[src/rtl/crc10_pkg.sv]
// Shared CRC-10 definitions (poly 1+x+x^2+x^3+x^6+x^9+x^10) used by the generator and checker.
package crc10_pkg;

    localparam int unsigned CRC_W = 10;
    localparam logic [CRC_W-1:0] POLY = 10'h24F;

    typedef logic [CRC_W-1:0] crc_t;

    typedef enum logic {
        IDLE,
        FRAME
    } state_t;

    // One 10-bit word per call: (state ^ data) * x^10 mod P.
    function automatic crc_t crc10_next(crc_t state, crc_t data);
        crc_t x;
        x = state ^ data;
        for (int i = 0; i < CRC_W; i++) begin
            if (x[CRC_W-1]) begin
                x = {x[CRC_W-2:0], 1'b0} ^ POLY;
            end else begin
                x = {x[CRC_W-2:0], 1'b0};
            end
        end
        return x;
    endfunction

endpackage

[src/rtl/crc10_lfsr.sv]
// CRC-10 LFSR register with load-init / advance / hold controls.
module crc10_lfsr
    import crc10_pkg::*;
#(
    parameter crc_t INIT = 10'h000
) (
    input  logic             clk,
    input  logic             rst_n,
    input  logic             load_init,
    input  logic             advance,
    input  logic [CRC_W-1:0] din,
    output logic [CRC_W-1:0] state,
    output logic [CRC_W-1:0] residue
);

    crc_t lfsr_q;

    always_ff @(posedge clk or negedge rst_n) begin
        if (!rst_n) begin
            lfsr_q <= INIT;
        end else if (load_init) begin
            lfsr_q <= crc10_next(INIT, din);
        end else if (advance) begin
            lfsr_q <= crc10_next(lfsr_q, din);
        end
    end

    assign state   = lfsr_q;
    // Feeding the received CRC word through the LFSR leaves zero when it matches.
    assign residue = crc10_next(lfsr_q, din);

endmodule

[config.mk]
export PLATFORM = sky130hd
export DESIGN_NAME = crc10_lfsr
export DESIGN_NICKNAME = d
export VERILOG_FILES = /design/src/rtl/crc10_pkg.sv /design/src/rtl/crc10_lfsr.sv
export SDC_FILE = /design/constraint.sdc
export NUM_CORES = 1
export LEC_CHECK = 0
export ABC_AREA = 1
export BUFFER_PORTS_ARGS = -buffer_cell sky130_fd_sc_hd__buf_2
export CAP_MARGIN = 20
export CORE_ASPECT_RATIO = 0.9
export CORE_MARGIN = 5
export CORE_UTILIZATION = 35
export CTS_BUF_LIST = sky130_fd_sc_hd__clkbuf_16
export DETAILED_ROUTE_END_ITERATION = 12
export GPL_ROUTABILITY_DRIVEN = 0
export MAX_ROUTING_LAYER = met4
export PLACE_DENSITY = 0.58
export SETUP_SLACK_MARGIN = 0.4
export SKIP_LAST_GASP = 1
export SYNTH_ARGS = -nofsm -noshare
export SYNTH_HDL_FRONTEND = slang
export SYNTH_SLANG_ARGS = --single-unit
[constraint.sdc]
create_clock -name clk -period 3.1 [get_ports clk]
set_clock_uncertainty 0.05 [all_clocks]
set_input_delay 0.155 -clock clk [delete_from_list [all_inputs] [get_ports clk]]
set_output_delay 0.155 -clock clk [all_outputs]
set_load 0.02 [all_outputs]
==> results of run 1 <==
==> timing repair <==
action / in CTS / in global routing
endpoints found under the setup margin: 0 / 6
hold endpoints to repair: 10 / 0
buffers inserted: 0 / 4
resized for setup: 0 / 17
hold buffers: 1 / 0
==> per-layer routing <==
| metal | share of wire | wire, µm | vias up | track usage |
|---|---|---|---|---|
| met5 | 0 | 0 | - | - |
| met4 | 0.020 | 83 | 0 | 0.0450 |
| met3 | 0.048 | 200 | 8 | 0.0270 |
| met2 | 0.45 | 1880 | 33 | 0.214 |
| met1 | 0.48 | 2040 | 676 | 0.201 |
| li1 | - | - | 774 | - |
==> logic make-up after synthesis <==
| family | share of synthesized area |
|---|---|
| and+or+nand+nor | 0.354 |
| xor gates and xnor gates | 0.356 |
| buffers and inverters | 0.0815 |
| AOI/OAI and AO/OA | 0.0487 |
| DFF | 0.160 |
==> stage by stage <==
stage | cells | utilization | area [µm²] | hold slack (ns) | setup slack (ns)
finish | 323 | 0.445 | 1960 | 0.220 | 0.549
global route | 323 | 0.445 | 1960 | 0.228 | 0.373
CTS | 319 | 0.423 | 1860 | 0.215 | 0.496
detailed placement | 315 | 0.403 | 1780 | -0.0233 | 0.747
global placement | 315 | 0.403 | 1780 | -0.0188 | 0.735
floorplan | 224 | - | 1570 | -0.191 | 0.780
==> area by class of cell <==
class	count	area share
multi-input combinational	185	0.639
timing repair buffer	38	0.107
sequential	10	0.128
tap	62	0.0396
clock buffer	3	0.0383
inverter	25	0.0479
==> worst max-delay path, cell delays in order, from the launching register on <==
cell                      delay [ns]
sky130_fd_sc_hd__dfrtp_1        0.42
sky130_fd_sc_hd__inv_1          0.09
sky130_fd_sc_hd__nand2_1        0.06
sky130_fd_sc_hd__nand2_2        0.12
sky130_fd_sc_hd__nand2_1        0.06
sky130_fd_sc_hd__nand2_1        0.17
sky130_fd_sc_hd__inv_1          0.12
sky130_fd_sc_hd__nand2_1        0.11
sky130_fd_sc_hd__nand2_2        0.09
sky130_fd_sc_hd__nand2_1        0.06
sky130_fd_sc_hd__nand2_1        0.11
sky130_fd_sc_hd__inv_1          0.09
sky130_fd_sc_hd__nand3_2        0.10
sky130_fd_sc_hd__nand2_2        0.13
sky130_fd_sc_hd__xor2_1         0.21
sky130_fd_sc_hd__buf_4          0.18
==> path summary, 6_finish.rpt <==
check / endpoint / slack, ns / depth (start not counted)
hold reg to reg: state[3]$_DFFE_PN0P_ / 0.51 / 2
max in group asynchronous: state[8]$_DFFE_PN0P_ / 2.55 / 2
min in group asynchronous: state[0]$_DFFE_PN0P_ / 0.26 / 2
setup reg to reg: state[6]$_DFFE_PN0P_ / 0.84 / 14
hold / removal: state[9]$_DFFE_PN0P_ / 0.22 / 3
setup / recovery: residue[7] / 0.55 / 15
==> synth_stat cells <==
cell,number
sky130_fd_sc_hd__inv_1,21
sky130_fd_sc_hd__xnor2_2,1
sky130_fd_sc_hd__xnor3_1,1
sky130_fd_sc_hd__nand3_2,1
sky130_fd_sc_hd__buf_6,1
sky130_fd_sc_hd__xnor2_1,14
sky130_fd_sc_hd__buf_4,3
sky130_fd_sc_hd__xor2_1,31
sky130_fd_sc_hd__nor2_1,5
sky130_fd_sc_hd__nand2_1,63
sky130_fd_sc_hd__o211ai_1,5
sky130_fd_sc_hd__inv_2,4
sky130_fd_sc_hd__or2_2,1
sky130_fd_sc_hd__xnor2_4,1
sky130_fd_sc_hd__nand2_2,12
sky130_fd_sc_hd__nand3_1,29
sky130_fd_sc_hd__or2_1,1
sky130_fd_sc_hd__a22oi_1,1
sky130_fd_sc_hd__a21oi_1,3
sky130_fd_sc_hd__nand3b_1,6
sky130_fd_sc_hd__dfrtp_1,10
sky130_fd_sc_hd__nand2_4,1
sky130_fd_sc_hd__o21ai_0,2
sky130_fd_sc_hd__o22ai_1,1
sky130_fd_sc_hd__xor2_2,6
==> metrics.txt, run 1 <==
# TYPE chip_impl_metric gauge
chip_impl_metric{name="die_h",unit="µm"} 73.5
chip_impl_metric{name="grtUsageTotal",unit=""} 0.145
chip_impl_metric{name="max_freq",unit="MHz"} 392
chip_impl_metric{name="cts-buffers-inserted",unit=""} 3
chip_impl_info{name="mostFrequentLayoutCell",value="sky130_fd_sc_hd__nand2_1"} 1
chip_impl_info{name="run_status",value="complete, no violations"} 1
chip_impl_info{name="setup.worst_path.end_class",value="primary output"} 1
chip_impl_info{name="hold_path_class",value="in2reg"} 1
chip_impl_metric{name="placement.io_buffers",unit=""} 33
chip_impl_metric{name="worstMarginPinSlew",unit="ns"} 0.699
chip_impl_metric{name="boundaryPins",unit=""} 34
chip_impl_metric{name="ys_seq_area_frac",unit=""} 0.160
chip_impl_metric{name="drtPass1Iterations",unit=""} 4
chip_impl_metric{name="first_iter_violations",unit=""} 49
chip_impl_info{name="commonest_non_fill_non_tap_cells_in_the_layout",value="58 x sky130_fd_sc_hd__nand2_1, 31 x sky130_fd_sc_hd__buf_2, 28 x sky130_fd_sc_hd__xor2_1, 25 x sky130_fd_sc_hd__nand3_1, 19 x sky130_fd_sc_hd__inv_1"} 1
chip_impl_metric{name="cts_max_level",unit=""} 1
chip_impl_metric{name="route.detailed.wl_per_inst",unit="µm"} 13.0
chip_impl_metric{name="synth_top_area_share",unit=""} 0.173
chip_impl_info{name="tritoncts",value="built"} 1
chip_impl_metric{name="finalSetupViolCount",unit=""} 0
chip_impl_info{name="main_area_contributors_after_synthesis",value="sky130_fd_sc_hd__xor2_1 17%, sky130_fd_sc_hd__dfrtp_1 16%, sky130_fd_sc_hd__nand2_1 15%, sky130_fd_sc_hd__nand3_1 9.3%, sky130_fd_sc_hd__xnor2_1 7.8%"} 1
chip_impl_metric{name="num-nets-final",unit=""} 277
chip_impl_metric{name="vias",unit=""} 1491
chip_impl_metric{name="critical_path.max_fanout",unit=""} 5
chip_impl_metric{name="numClockSinks",unit=""} 10
chip_impl_metric{name="clk_transition_reported_paths",unit="ns"} 0.04
chip_impl_metric{name="die-width",unit="µm"} 80.5
chip_impl_metric{name="route.antenna.remaining_nets",unit=""} 0
chip_impl_metric{name="hpwl",unit="µm"} 3450
chip_impl_metric{name="clock_insertion_delay_at_the_later_pin_of_the_skew_report",unit="ns"} 0.23
chip_impl_metric{name="post_route_cells_drive_above_1_share",unit=""} 0.314
chip_impl_metric{name="n_fill_cell",unit=""} 478
chip_impl_info{name="critical_path.reg2reg.startpoint",value="state[7]$_DFFE_PN0P_"} 1
chip_impl_info{name="synth.largest_area_cell",value="sky130_fd_sc_hd__xor2_1"} 1
chip_impl_metric{name="postSynthNetCount",unit=""} 238
chip_impl_metric{name="floorplan.die_area",unit="µm²"} 5920
chip_impl_metric{name="worst_ep_arrival_time",unit="ns"} 2.35
chip_impl_metric{name="final_number_of_hold_violating_endpoints",unit=""} 0
chip_impl_info{name="timing_startpoint_of_the_critical_path",value="state[9]$_DFFE_PN0P_"} 1
chip_impl_metric{name="areaGrowthSynthToFinish",unit="%"} 25.0
chip_impl_metric{name="floorplan.initialDensity",unit=""} 0.356
chip_impl_metric{name="timing.final.max_slew_violations",unit=""} 0
chip_impl_info{name="criticalPathCategory",value="reg2out"} 1
chip_impl_metric{name="first_global_vias",unit=""} 1313
chip_impl_metric{name="fin_crit_sh",unit=""} 0.823
chip_impl_metric{name="postSynthAreaPerCell",unit="µm²"} 6.99
chip_impl_metric{name="relSlewSlack",unit=""} 0.532
chip_impl_metric{name="clk_path_buf_depth",unit=""} 2
chip_impl_metric{name="routed_wl",unit="µm"} 4210
chip_impl_metric{name="antennaDiodeCount",unit=""} 0
chip_impl_metric{name="multi_input_area",unit="µm²"} 1250
chip_impl_metric{name="ys.warnings.count",unit=""} 0
chip_impl_metric{name="syn-instance-count",unit=""} 224
chip_impl_metric{name="rows",unit=""} 23
chip_impl_info{name="root_buffer",value="sky130_fd_sc_hd__clkbuf_16"} 1
chip_impl_metric{name="floorplan.core_area",unit="µm²"} 4400
chip_impl_metric{name="largest_register_ffs",unit=""} 10
chip_impl_metric{name="critical_path_required",unit="ns"} 2.89
chip_impl_metric{name="netlist-cell-type-count",unit=""} 25
chip_impl_metric{name="drc",unit=""} 0
chip_impl_info{name="unrepaired_setup_endpoints_after_global_routing",value="false"} 1
chip_impl_metric{name="dr_vias_cell",unit=""} 4.62
chip_impl_metric{name="setup_total_negative_slack",unit="ns"} 0
chip_impl_metric{name="grt_start_max_net_pins",unit=""} 11
chip_impl_info{name="timing.critical_path.from_type",value="register"} 1
chip_impl_metric{name="seqCellArea",unit="µm²"} 250
chip_impl_metric{name="final.min_clock_period",unit="ns"} 2.55
chip_impl_metric{name="antenna_found_initial",unit=""} 0
chip_impl_metric{name="global_route_wire_length_before_repair",unit="µm"} 6400
chip_impl_metric{name="synth_area",unit="µm²"} 1570
chip_impl_info{name="hold_path_startpoint",value="load_init"} 1
chip_impl_metric{name="synth-seq-cells",unit=""} 10
chip_impl_metric{name="maxCapViolations",unit=""} 0
chip_impl_metric{name="grt_overflow",unit=""} 0
Power of run 1 is left out: the tool's default activity adds up to more than one toggle a clock period on the data nets, which glitch-free logic cannot reach.
==> run 2: changes to the inputs <==
- clock period: 3.1 -> 2.55 ns (I/O delays scaled with it)
==> run 2 against run 1 <==
Register-to-register slack got worse by 0.67 ns. Via count rose by 12%. Hold slack got worse by 0.045 ns. Utilization rose by 15 points. Die area stayed put. Clock-buffer cell count stayed put. Flip-flop and latch count unchanged. Sequential share of layout area shrank 3.1 points.
==> metrics.txt, run 2 (same netlist as run 1, synthesis figures left out) <==
# TYPE chip_impl_metric gauge
chip_impl_info{name="criticalPathCategory",value="reg2out"} 1
chip_impl_info{name="critPathTopFamily",value="simple AND/OR/NAND/NOR gates"} 1
chip_impl_metric{name="boundaryPins",unit=""} 34
chip_impl_metric{name="rows",unit=""} 23
chip_impl_metric{name="timing.final.max_slew_violations",unit=""} 0
chip_impl_info{name="worstPathCellList",value="inv_2 > nand2_2 > nand2_4 > nand2_4 > nand3b_1 > nand2_2 > nand2_4 > nand3_4 > nand2_8 > nand2_4 > nand2_4 > buf_4 > nand3_1 > nand2_2 > inv_2 > buf_6"} 1
chip_impl_metric{name="grtUsageTotal",unit=""} 0.177
chip_impl_info{name="timing.critical_path.mode_cell",value="sky130_fd_sc_hd__nand2_4"} 1
chip_impl_metric{name="max_stage_delay_on_crit_path",unit="ns"} 0.43
chip_impl_metric{name="worstMarginPinSlew",unit="ns"} 0.843
chip_impl_metric{name="critical_path.max_fanout",unit=""} 7
chip_impl_metric{name="worst_ep_arrival_time",unit="ns"} 2.26
chip_impl_metric{name="hpwl",unit="µm"} 3550
chip_impl_info{name="r2r_end",value="state[7]$_DFFE_PN0P_"} 1
chip_impl_metric{name="post_route_cells_drive_above_1_share",unit=""} 0.576
chip_impl_info{name="commonest_non_fill_non_tap_cells_in_the_layout",value="31 x sky130_fd_sc_hd__nand2_1, 26 x sky130_fd_sc_hd__nand2_2, 26 x sky130_fd_sc_hd__buf_4, 23 x sky130_fd_sc_hd__xor2_1, 23 x sky130_fd_sc_hd__buf_2"} 1
chip_impl_metric{name="first_iter_violations",unit=""} 63
chip_impl_metric{name="multi_input_area",unit="µm²"} 1710
chip_impl_metric{name="route.antenna.remaining_nets",unit=""} 0
chip_impl_metric{name="floorplan.core_area",unit="µm²"} 4400
chip_impl_info{name="timing.critical_path.from_type",value="register"} 1
chip_impl_metric{name="die-width",unit="µm"} 80.5
chip_impl_metric{name="floorplan.initialDensity",unit=""} 0.356
chip_impl_info{name="mostFrequentLayoutCell",value="sky130_fd_sc_hd__nand2_1"} 1
chip_impl_metric{name="placement.io_buffers",unit=""} 33
chip_impl_metric{name="maxCapViolations",unit=""} 0
chip_impl_metric{name="route.detailed.wl_per_inst",unit="µm"} 14.9
chip_impl_metric{name="clk_path_buf_depth",unit=""} 2
chip_impl_metric{name="timing.reg2reg.setup_slack",unit="ns"} 0.17
chip_impl_metric{name="hold_ws",unit="ns"} 0.176
chip_impl_metric{name="global_route_wire_length_before_repair",unit="µm"} 7920
chip_impl_info{name="setup.worst_path.end_class",value="primary output"} 1
chip_impl_metric{name="seqCellArea",unit="µm²"} 255
chip_impl_metric{name="vias",unit=""} 1665
chip_impl_metric{name="grt_overflow",unit=""} 0
chip_impl_metric{name="drc",unit=""} 0
chip_impl_metric{name="max_freq",unit="MHz"} 411
chip_impl_metric{name="fin_crit_sh",unit=""} 0.954
chip_impl_metric{name="grt_start_max_net_pins",unit=""} 11
chip_impl_metric{name="cts-buffers-inserted",unit=""} 3
chip_impl_metric{name="numClockSinks",unit=""} 10
chip_impl_metric{name="n_fill_cell",unit=""} 371
chip_impl_metric{name="routed_wl",unit="µm"} 5130
chip_impl_metric{name="drtPass1Iterations",unit=""} 4
chip_impl_metric{name="relSlewSlack",unit=""} 0.436
chip_impl_metric{name="clk_transition_reported_paths",unit="ns"} 0.04
chip_impl_info{name="cp-endpoint",value="residue[2]"} 1
chip_impl_metric{name="areaGrowthSynthToFinish",unit="%"} 67.8
chip_impl_metric{name="critical_path_required",unit="ns"} 2.37
chip_impl_metric{name="critical_path_buf_inv_count",unit=""} 4
chip_impl_metric{name="clock_insertion_delay_at_the_later_pin_of_the_skew_report",unit="ns"} 0.23
chip_impl_metric{name="cts_max_level",unit=""} 1
chip_impl_info{name="hold_path_class",value="in2reg"} 1
chip_impl_info{name="timing_startpoint_of_the_critical_path",value="state[8]$_DFFE_PN0P_"} 1
chip_impl_metric{name="final.min_clock_period",unit="ns"} 2.43
chip_impl_info{name="tritoncts",value="built"} 1
chip_impl_metric{name="setup_total_negative_slack",unit="ns"} 0
chip_impl_metric{name="path_depth",unit=""} 16
chip_impl_info{name="root_buffer",value="sky130_fd_sc_hd__clkbuf_16"} 1
chip_impl_info{name="timing.critical_path.slowest_stage_cell",value="sky130_fd_sc_hd__dfrtp_2"} 1
chip_impl_metric{name="dr_vias_cell",unit=""} 4.83
chip_impl_metric{name="final_number_of_hold_violating_endpoints",unit=""} 0
chip_impl_metric{name="num-nets-final",unit=""} 298
chip_impl_metric{name="antenna_found_initial",unit=""} 0
chip_impl_metric{name="finalSetupViolCount",unit=""} 0
chip_impl_metric{name="die_h",unit="µm"} 73.5
chip_impl_metric{name="antennaDiodeCount",unit=""} 0
chip_impl_metric{name="first_global_vias",unit=""} 1641
chip_impl_info{name="critical_path.reg2reg.startpoint",value="state[8]$_DFFE_PN0P_"} 1
chip_impl_info{name="run_status",value="complete, no violations"} 1
chip_impl_metric{name="timing.reg2reg.worst_path_depth",unit=""} 17
chip_impl_metric{name="floorplan.die_area",unit="µm²"} 5920
chip_impl_info{name="unrepaired_setup_endpoints_after_global_routing",value="true"} 1
chip_impl_metric{name="largest_register_ffs",unit=""} 10
-- run 2: worst min-delay path: stages --
cell                       delay, ns
sky130_fd_sc_hd__buf_2          0.13
sky130_fd_sc_hd__nand2_1        0.07
sky130_fd_sc_hd__o211ai_1       0.08
-- run 2: how the worst min path moves through the flow --
stage | start | endpoint | slack, ns | cells after the start
floorplan | rst_n | state[0]$_DFFE_PN0P_ | -0.22 | 0
global placement | rst_n | state[1]$_DFFE_PN0P_ | -0.04 | 1
detailed placement | rst_n | state[3]$_DFFE_PN0P_ | -0.05 | 1
CTS | load_init | state[8]$_DFFE_PN0P_ | 0.18 | 3
global route | load_init | state[8]$_DFFE_PN0P_ | 0.20 | 3
finish | load_init | state[8]$_DFFE_PN0P_ | 0.18 | 3
-- run 2: per-layer routing --
metal  up-vias  share of wire  track usage
met1       798           0.45        0.236
li1        816              -            -
met5         -              0            -
met2        39           0.50        0.290
met4         0          0.022       0.0319
met3        12          0.030       0.0233
-- run 2: what timing repair did --
action,CTS,global route
gates resized for setup,71,43
hold endpoints to repair,10,0
buffers inserted,15,8
pin swaps,21,27
hold buffers,1,0
setup endpoints to repair,18,19
-- run 2: metrics by stage --
stage,worst slack [ns],util,std cells,instance area [µm²]
after detailed placement,0.185,0.423,317,1860
after global placement,0.229,0.423,317,1860
after floorplan,0.349,-,224,1640
final,0.117,0.597,345,2630
after global routing,0.00546,0.597,345,2630
after CTS,0.139,0.536,337,2360
-- run 2: cell type report --
cell class	count	share of cell area
inverters	25	0.0357
clock inverters	1	0.00143
multi-input cells	185	0.649
clock buffers	3	0.0286
flip-flops and latches	10	0.0971
well taps	62	0.0295
repair buffers	59	0.159
Power of run 2 is left out for the same reason.
==> run 3: changes to the inputs <==
- CELL_PAD_IN_SITES_DETAIL_PLACEMENT: default -> 0
- CELL_PAD_IN_SITES_GLOBAL_PLACEMENT: default -> 1
- PLACE_DENSITY: 0.58 -> 0.77
- SLEW_MARGIN: default -> 20
==> run 3 against run 2 <==
Flip-flop and latch count stayed put. First-iteration DRC count increased by 44%. Via count decreased by 0.24%. Utilization decreased by 1.8 points. Non-clock buffer count grew 3. Hold slack worse by 0.0057 ns. Fmax grew 0.78%. Critical path depth up 1. Register-to-register slack about the same. Critical path type unchanged.
==> metrics.txt, run 3 (same netlist as run 1, synthesis figures left out) <==
# TYPE chip_impl_metric gauge
chip_impl_metric{name="grt_overflow",unit=""} 0
chip_impl_metric{name="die_h",unit="µm"} 73.5
chip_impl_info{name="timing_startpoint_of_the_critical_path",value="state[9]$_DFFE_PN0P_"} 1
chip_impl_metric{name="timing.reg2reg.worst_path_depth",unit=""} 19
chip_impl_metric{name="routed_wl",unit="µm"} 5150
chip_impl_info{name="commonest_non_fill_non_tap_cells_in_the_layout",value="38 x sky130_fd_sc_hd__nand2_1, 27 x sky130_fd_sc_hd__buf_4, 24 x sky130_fd_sc_hd__nand2_2, 24 x sky130_fd_sc_hd__buf_2, 22 x sky130_fd_sc_hd__xor2_1"} 1
chip_impl_info{name="setup.worst_path.end_class",value="primary output"} 1
chip_impl_metric{name="route.antenna.remaining_nets",unit=""} 0
chip_impl_metric{name="boundaryPins",unit=""} 34
chip_impl_info{name="criticalPathCategory",value="reg2out"} 1
chip_impl_metric{name="first_global_vias",unit=""} 1660
chip_impl_metric{name="timing.final.max_slew_violations",unit=""} 0
chip_impl_metric{name="hpwl",unit="µm"} 3600
chip_impl_metric{name="finalSetupViolCount",unit=""} 0
chip_impl_metric{name="largest_register_ffs",unit=""} 10
chip_impl_metric{name="antennaDiodeCount",unit=""} 0
chip_impl_metric{name="global_route_wire_length_before_repair",unit="µm"} 8320
chip_impl_metric{name="num-nets-final",unit=""} 301
chip_impl_metric{name="areaGrowthSynthToFinish",unit="%"} 62.6
chip_impl_metric{name="global_route.usage.met2",unit=""} 0.297
chip_impl_metric{name="clk_transition_reported_paths",unit="ns"} 0.04
chip_impl_metric{name="max_freq",unit="MHz"} 414
chip_impl_metric{name="vias",unit=""} 1661
chip_impl_metric{name="dr_vias_cell",unit=""} 4.77
chip_impl_info{name="timing.critical_path.from_type",value="register"} 1
chip_impl_metric{name="maxCapViolations",unit=""} 0
chip_impl_info{name="worst_case_hold_path_end_point",value="state[8]$_DFFE_PN0P_"} 1
chip_impl_metric{name="cts-buffers-inserted",unit=""} 3
chip_impl_metric{name="critical_path_required",unit="ns"} 2.37
chip_impl_metric{name="final_number_of_hold_violating_endpoints",unit=""} 0
chip_impl_metric{name="route.detailed.wl_per_inst",unit="µm"} 14.8
chip_impl_metric{name="worstMarginPinSlew",unit="ns"} 0.893
chip_impl_metric{name="fin_crit_sh",unit=""} 0.947
chip_impl_metric{name="floorplan.core_area",unit="µm²"} 4400
chip_impl_metric{name="met1_usage",unit=""} 0.256
chip_impl_info{name="hold_path_class",value="in2reg"} 1
chip_impl_metric{name="first_iter_violations",unit=""} 91
chip_impl_info{name="mostFrequentLayoutCell",value="sky130_fd_sc_hd__nand2_1"} 1
chip_impl_metric{name="relSlewSlack",unit=""} 0.402
chip_impl_metric{name="timing.reg2reg.setup_slack",unit="ns"} 0.17
chip_impl_metric{name="numClockSinks",unit=""} 10
chip_impl_metric{name="antenna_found_initial",unit=""} 0
chip_impl_metric{name="setup_total_negative_slack",unit="ns"} 0
chip_impl_metric{name="floorplan.die_area",unit="µm²"} 5920
chip_impl_metric{name="grtUsageTotal",unit=""} 0.188
chip_impl_info{name="r2r_end",value="state[6]$_DFFE_PN0P_"} 1
chip_impl_metric{name="clk_path_buf_depth",unit=""} 2
chip_impl_metric{name="placement.io_buffers",unit=""} 33
chip_impl_metric{name="floorplan.initialDensity",unit=""} 0.356
chip_impl_info{name="hold_path_startpoint",value="load_init"} 1
chip_impl_metric{name="rows",unit=""} 23
chip_impl_info{name="globalRoute.busiestLayer",value="met2"} 1
chip_impl_metric{name="cts_max_level",unit=""} 1
chip_impl_info{name="run_status",value="complete, no violations"} 1
chip_impl_metric{name="clock_insertion_delay_at_the_later_pin_of_the_skew_report",unit="ns"} 0.23
chip_impl_metric{name="post_route_cells_drive_above_1_share",unit=""} 0.552
chip_impl_info{name="tritoncts",value="built"} 1
chip_impl_metric{name="critical_path.max_fanout",unit=""} 5
chip_impl_metric{name="grt_start_max_net_pins",unit=""} 11
chip_impl_info{name="critical_path.reg2reg.startpoint",value="state[9]$_DFFE_PN0P_"} 1
chip_impl_metric{name="worst_ep_arrival_time",unit="ns"} 2.24
chip_impl_metric{name="grt_util_met3",unit=""} 0.0233
chip_impl_metric{name="hold-path-cell-count",unit=""} 3
chip_impl_metric{name="die-width",unit="µm"} 80.5
chip_impl_metric{name="drc",unit=""} 0
chip_impl_metric{name="final.min_clock_period",unit="ns"} 2.41
chip_impl_info{name="unrepaired_setup_endpoints_after_global_routing",value="true"} 1
chip_impl_info{name="root_buffer",value="sky130_fd_sc_hd__clkbuf_16"} 1
chip_impl_metric{name="drtPass1Iterations",unit=""} 4
-- run 3: metal layers --
metal  part of all wire  up-vias
li1                   -      816
met1               0.46      794
met2               0.49       43
met3              0.035        8
met4              0.013        0
met5                  0        -
-- run 3: area by class of cell --
cell class / count / area (µm²)
clock inverter: 1 / 3.75
fill: 375 / 1860
tap: 62 / 77.6
clock buffer: 3 / 75.1
inverter: 25 / 96.3
sequential: 10 / 254
timing repair buffer: 62 / 445
multi-input combinational: 185 / 1600
-- run 3: worst max path at each step --
stage	endpoint	depth (start not counted)
detailed placement	residue[6]	16
global placement	residue[6]	16
CTS	residue[8]	15
global route	residue[3]	13
floorplan	state[4]$_DFFE_PN0P_	16
finish	residue[6]	17
-- run 3: metrics by stage --
stage	worst slack (ns)	hold slack, ns	cells	instance area [µm²]	utilization
after floorplan	0.349	-0.218	224	1640	-
after global placement	0.175	-0.0505	319	1880	0.426
after detailed placement	0.193	-0.0467	319	1880	0.426
after CTS	0.161	0.172	345	2500	0.567
after global routing	0.0157	0.201	348	2550	0.579
final	0.136	0.170	348	2550	0.579
-- run 3: repair_timing --
action / in CTS / in global routing
hold buffers: 1 / 0
buffers inserted: 21 / 3
hold endpoints to repair: 10 / 0
setup endpoints to repair: 18 / 20
gates resized for setup: 91 / 6
pin swaps: 23 / 7
-- run 3: critical path, cell delays in order (launching register included) --
cell,delay [ns]
sky130_fd_sc_hd__dfrtp_2,0.43
sky130_fd_sc_hd__inv_2,0.07
sky130_fd_sc_hd__nand2_2,0.06
sky130_fd_sc_hd__nand2_4,0.13
sky130_fd_sc_hd__nand2_4,0.08
sky130_fd_sc_hd__nand3b_1,0.14
sky130_fd_sc_hd__nand2_2,0.09
sky130_fd_sc_hd__nand2_4,0.09
sky130_fd_sc_hd__nand2_2,0.06
sky130_fd_sc_hd__nand2_4,0.11
sky130_fd_sc_hd__nand2_8,0.08
sky130_fd_sc_hd__nand2_4,0.09
sky130_fd_sc_hd__nand3_4,0.09
sky130_fd_sc_hd__nand2_4,0.12
sky130_fd_sc_hd__nand2_2,0.08
sky130_fd_sc_hd__nand3_2,0.09
sky130_fd_sc_hd__nand2_1,0.05
sky130_fd_sc_hd__buf_4,0.15
Power of run 3 is left out for the same reason.
